$ cat src/rtl/ofm_stream_tx_if.sv
// Feature-map drain bus: wide frame capture on the core side, word stream
// with valid/ready/last on the consumer side.
interface ofm_stream_tx_if #(
  parameter int WORD_W    = 20,
  parameter int NUM_WORDS = 35
);
  logic [WORD_W*NUM_WORDS-1:0] output_fm;
  logic                        load;
  logic [WORD_W-1:0]           tx_data;
  logic                        tx_valid;
  logic                        tx_ready;
  logic                        tx_last;
  logic                        busy;
  logic                        overrun;

  modport master (
    input  output_fm, load, tx_ready,
    output tx_data, tx_valid, tx_last, busy, overrun
  );

  modport slave (
    output output_fm, load, tx_ready,
    input  tx_data, tx_valid, tx_last, busy, overrun
  );
endinterface

$ cat src/rtl/ofm_stream_tx.sv
// Captures one packed output feature map on load and streams it LSB word first
// over a valid/ready handshake, flagging the final word with tx_last.
module ofm_stream_tx #(
  parameter int WORD_W    = 20,
  parameter int NUM_WORDS = 35,
  parameter int CNT_W     = 6
) (
  input  logic           clk,
  input  logic           rst,
  ofm_stream_tx_if.master bus
);

  localparam int              FRAME_W  = WORD_W * NUM_WORDS;
  localparam logic [CNT_W-1:0] LAST_IDX = CNT_W'(NUM_WORDS - 1);

  typedef enum logic {
    S_IDLE = 1'b0,
    S_SEND = 1'b1
  } state_t;

  state_t             r_state;
  logic [FRAME_W-1:0] r_frame;
  logic [CNT_W-1:0]   r_idx;
  logic               r_tx_valid;
  logic               r_tx_last;
  logic               r_busy;
  logic               r_overrun;

  logic               w_xfer;
  logic [CNT_W-1:0]   w_next_idx;

  assign w_xfer     = r_tx_valid & bus.tx_ready;
  assign w_next_idx = r_idx + CNT_W'(1);

  // NOTE: all state, including the wide frame register, lives in one
  // always_ff with non-blocking assigns, so every output is a flop and
  // the async reset clears the whole datapath in one place.
  always_ff @(posedge clk or posedge rst) begin
    if (rst) begin
      r_state    <= S_IDLE;
      r_frame    <= '0;
      r_idx      <= '0;
      r_tx_valid <= 1'b0;
      r_tx_last  <= 1'b0;
      r_busy     <= 1'b0;
      r_overrun  <= 1'b0;
    end else begin
      // A load during any busy cycle, including the final transfer, is dropped.
      if (bus.load && r_busy) r_overrun <= 1'b1;

      case (r_state)
        S_IDLE: begin
          if (bus.load) begin
            r_frame    <= bus.output_fm;
            r_idx      <= '0;
            r_tx_valid <= 1'b1;
            r_tx_last  <= (NUM_WORDS == 1);
            r_busy     <= 1'b1;
            r_state    <= S_SEND;
          end
        end
        S_SEND: begin
          if (w_xfer) begin
            if (r_idx == LAST_IDX) begin
              r_frame    <= '0;
              r_idx      <= '0;
              r_tx_valid <= 1'b0;
              r_tx_last  <= 1'b0;
              r_busy     <= 1'b0;
              r_state    <= S_IDLE;
            end else begin
              // Shifting keeps the current word at the LSB slice, which is
              // equivalent to selecting slice r_idx of the captured frame.
              r_frame   <= r_frame >> WORD_W;
              r_idx     <= w_next_idx;
              r_tx_last <= (w_next_idx == LAST_IDX);
            end
          end
        end
      endcase
    end
  end

  assign bus.tx_data  = r_frame[WORD_W-1:0];
  assign bus.tx_valid = r_tx_valid;
  assign bus.tx_last  = r_tx_last;
  assign bus.busy     = r_busy;
  assign bus.overrun  = r_overrun;

endmodule

$ cat src/flat_wrapper.sv
// flat-port wrapper written by rule: the top's interface ports become plain ports
module ofm_stream_tx_flat 
#(
  parameter int WORD_W    = 20,
  parameter int NUM_WORDS = 35,
  parameter int CNT_W     = 6
)
  (clk, rst, bus_output_fm, bus_load, bus_tx_ready, bus_tx_data, bus_tx_valid, bus_tx_last, bus_busy, bus_overrun);
  ofm_stream_tx_if #(.WORD_W(WORD_W), .NUM_WORDS(NUM_WORDS)) bus_i ();
  input  logic clk;
  input  logic rst;
  input wire logic [$bits(bus_i.output_fm)-1:0] bus_output_fm;
  input wire logic [$bits(bus_i.load)-1:0] bus_load;
  input wire logic [$bits(bus_i.tx_ready)-1:0] bus_tx_ready;
  output wire logic [$bits(bus_i.tx_data)-1:0] bus_tx_data;
  output wire logic [$bits(bus_i.tx_valid)-1:0] bus_tx_valid;
  output wire logic [$bits(bus_i.tx_last)-1:0] bus_tx_last;
  output wire logic [$bits(bus_i.busy)-1:0] bus_busy;
  output wire logic [$bits(bus_i.overrun)-1:0] bus_overrun;
  assign bus_i.output_fm = bus_output_fm;
  assign bus_i.load = bus_load;
  assign bus_i.tx_ready = bus_tx_ready;
  assign bus_tx_data = bus_i.tx_data;
  assign bus_tx_valid = bus_i.tx_valid;
  assign bus_tx_last = bus_i.tx_last;
  assign bus_busy = bus_i.busy;
  assign bus_overrun = bus_i.overrun;
  ofm_stream_tx #(.WORD_W(WORD_W), .NUM_WORDS(NUM_WORDS), .CNT_W(CNT_W)) u_core (.clk(clk), .rst(rst), .bus(bus_i));
endmodule
$ cat config.mk
export PLATFORM = sky130hd
export DESIGN_NAME = ofm_stream_tx_flat
export DESIGN_NICKNAME = d
export VERILOG_FILES = /design/src/rtl/ofm_stream_tx_if.sv /design/src/rtl/ofm_stream_tx.sv /design/src/flat_wrapper.sv
export SDC_FILE = /design/constraint.sdc
export NUM_CORES = 2
export LEC_CHECK = 0
export ABC_AREA = 1
export CAP_MARGIN = 30
export CORE_AREA = 3 3 325 327
export CTS_CLUSTER_SIZE = 16
export DETAILED_ROUTE_END_ITERATION = 12
export DIE_AREA = 0 0 328 330
export GPL_ROUTABILITY_DRIVEN = 0
export SETUP_SLACK_MARGIN = 0.05
export SYNTH_ARGS = -nofsm -noshare
export SYNTH_HDL_FRONTEND = slang
export SYNTH_SLANG_ARGS = --single-unit
export TNS_END_PERCENT = 10
$ cat constraint.sdc
create_clock -name clk -period 54.5 [get_ports clk]
set_input_delay 8.175 -clock clk [delete_from_list [all_inputs] [get_ports clk]]
set_output_delay 8.175 -clock clk [all_outputs]
set_load 0.01 [all_outputs]
==> reports/qor.csv <==
metric,value,unit
Int Pwr,0.00126,W
crit path max fanout,133,
die area,0.108,mm^2
Final Skew,0.0265,ns
final-report hold violation count,0,
HPWL after DPL,78500,um
number of gates resized after CTS,0,
NetSw,0.000605,W
Mean Syn Cell Area,8.34,um^2
"delay-heaviest family, CP",buffers and inverters,
pwr/cell area,42.8,mW/mm^2
CP Launch Point,bus_tx_ready,
unrepaired setup endpoints after global routing,false,
area grow syn2layout,32.0,%
CTS H-Tree Depth,3,
setup_tns,0,ns
Clock power frac,0.311,
CTS root buffer,clkbuf_16,
largest net degree at the start of global routing,245,
ratio of final minimum period to clock period,0.229,
DRC,0,
Sw Share,0.325,
Starting Density,0.319,
Relative slew margins,-0.0643,
vias per cell,5.34,
postcts setup bufs,0,
Startpoint Class,input pin,
CTS tree,done,
Synth warnings,0,
"most common cell after layout, fill and taps aside",nand3_1,
first-pass GRT wire length,184000,um
synth top area cells,"dfrtp_1, nand3_1, nand2_1",
CP cell instances,"clkdlybuf4s50_1, nand3_2, inv_8, buf_4, buf_4, buf_4, buf_4, nand3_1, nand3_1",
Required @ worst endpoint,55.07,ns
Post-CTS Hold Fix Bufs,0,
core box area,0.103,mm^2
Sink Count,710,
failing checks,slew limit,
Flop pwr share,0.469,
Lkg Pwr,19.7,nW
Core Rows,118,
IO Count,728,
syn nets,4658,
Die H,330,um
Final nets,5109,
CP most frequent cell,buf_4,
Fmax,80.2,MHz
Routed Antenna Nets,0,
sequential share of the synthesized area,0.539,
Worst-Margin Slew,1.60,ns
Worst IR Drop VDD,0.0000257,V
GRT Residual Overflow,0,
GRT Total Usage,0.216,
CP Depth,9,
total CTS buffers,84,
Vias,31300,
endpoints failing setup,0,
Worst setup endpoint,u_core.r_frame[102],
# Max-Cap Violations,0,
Skew-Pair Late Insertion Delay,0.65,ns
initial antenna violation count,23,
Die Span X,328,um
clk buf depth,3,
critical path arrival,13.04,ns
R2R depth,8,
vias in the first global route,30400,
Yosys top cell area share,0.539,
Yosys reg bits,710,
Hold Slack,0.457,ns
"Largest stage delay, worst path",0.80,ns
"Min Clock Period, post-route",12.47,ns
crit path buf inv count,6,
Worst Hold Class,flop to flop,
port bufs,727,
CTS clock-pin slew for the worst setup and hold paths,0.06,ns
Avg WL per Cell,20.7,um
leading area contributor after synthesis,dfrtp_1,
drt pass-1 iters,5,
RR Startpoint,u_core.bus.tx_valid,
Post-Synthesis Cell Area,0.0330,mm^2
reg2reg setup slack,49.46,ns
layout cells sized above 1,0.0430,
Worst path slowest cell,buf_4,
part of the power in combinational logic,0.220,
WL final,121000,um
Final Slew Violations,88,
critical path type,input pin to flop,
library cells used by synthesis,20,
Gate Count Post-Synth,3951,
status,"finished, violations left",
r2r endpoint,u_core.r_frame[102],
initial DRC count,3675,
most frequent cells in the layout,"nand3_1, nand2_1, clkdlybuf4s50_1, dfrtp_1, clkbuf_16",
Worst setup EP type,flop,
-- power by group through the flow --
stage          clock network (W)  logic [W]  registers [W]
4_1_cts                 0.000592   0.000413       0.000870
5_1_grt                 0.000613   0.000466       0.000893
2_1_floorplan                  0   0.000292       0.000827
6_report                0.000578   0.000409       0.000873
3_3_place_gp                   0   0.000399       0.000874
3_5_place_dp                   0   0.000411       0.000876
-- cell type report --
class	count	area, um^2
Antenna cell	14	35.0
Clock buffer	117	2480
Clock inverter	37	363
Fill cell	10300	59700
Inverter	12	75.1
Multi-Input combinational cell	2825	13300
Sequential cell	710	17800
Tap cell	1380	1730
Timing Repair Buffer	769	7800
-- how the worst min path moves through the flow --
stage,cells past startpoint,endpoint,startpoint
after floorplan,2,u_core.r_frame[680],u_core.r_frame[680]
after global placement,1,u_core.bus.overrun,u_core.bus.overrun
after detailed placement,1,u_core.bus.overrun,u_core.bus.overrun
after CTS,1,u_core.bus.overrun,u_core.bus.overrun
after global routing,2,u_core.r_frame[682],u_core.r_frame[682]
final,1,u_core.bus.overrun,u_core.bus.overrun
-- worst register-to-register path, cell delays in order (launching register included) --
cell and delay (ns):
dfrtp_1 0.52, nand3_2 0.24, inv_8 0.60, buf_4 0.81
buf_4 0.84, buf_4 0.83, buf_4 0.81, nand3_1 0.20
nand3_1 0.12
-- flip-flops by register name, summed over array words and instances, names as in the netlist --
register	flops
u_core.bus.overrun	1
u_core.bus.tx_last	1
u_core.r_state	1
u_core.r_frame	700
u_core.r_idx	6
u_core.bus.tx_valid	1
-- layer usage --
layer  vias up  track usage  wire length, um
li1      14600            -                -
met1     15400        0.299            52100
met3       161       0.0469             9000
met2      1171        0.334            56400
met4        24       0.0762             3500
met5         -            0              149
-- metrics by stage --
step           total power, W  worst slack, ns  area [um^2]  utilization  instances
2_1_floorplan         0.00112            26.41        33000            -       3951
3_3_place_gp          0.00127            41.52        40500        0.392       5690
3_5_place_dp          0.00129            41.49        40500        0.393       5692
4_1_cts               0.00187            42.19        43400        0.420       5846
5_1_grt               0.00197            41.78        43500        0.421       5857
6_report              0.00186            42.03        43500        0.422       5864
-- synthesized netlist by cell type (all sizes together) --
library cell,number
nand4,2
xor2,1
nand2,738
nand3,2066
a21o,1
clkbuf,156
o22a,1
o22ai,2
dfrtp,710
nor2,5
o21ai,5
ha,3
buf,248
o21bai,1
inv,12
-- cells by family after synthesis --
kind of cell	after synthesis	synth area share
compound gates	10	0.00186
xor+xnor	1	0.000266
fa+ha+maj	3	0.00114
buf+inv	416	0.0587
flops	710	0.539
simple gates	2811	0.399
No activity file was read; power rests on OpenSTA's default activity.
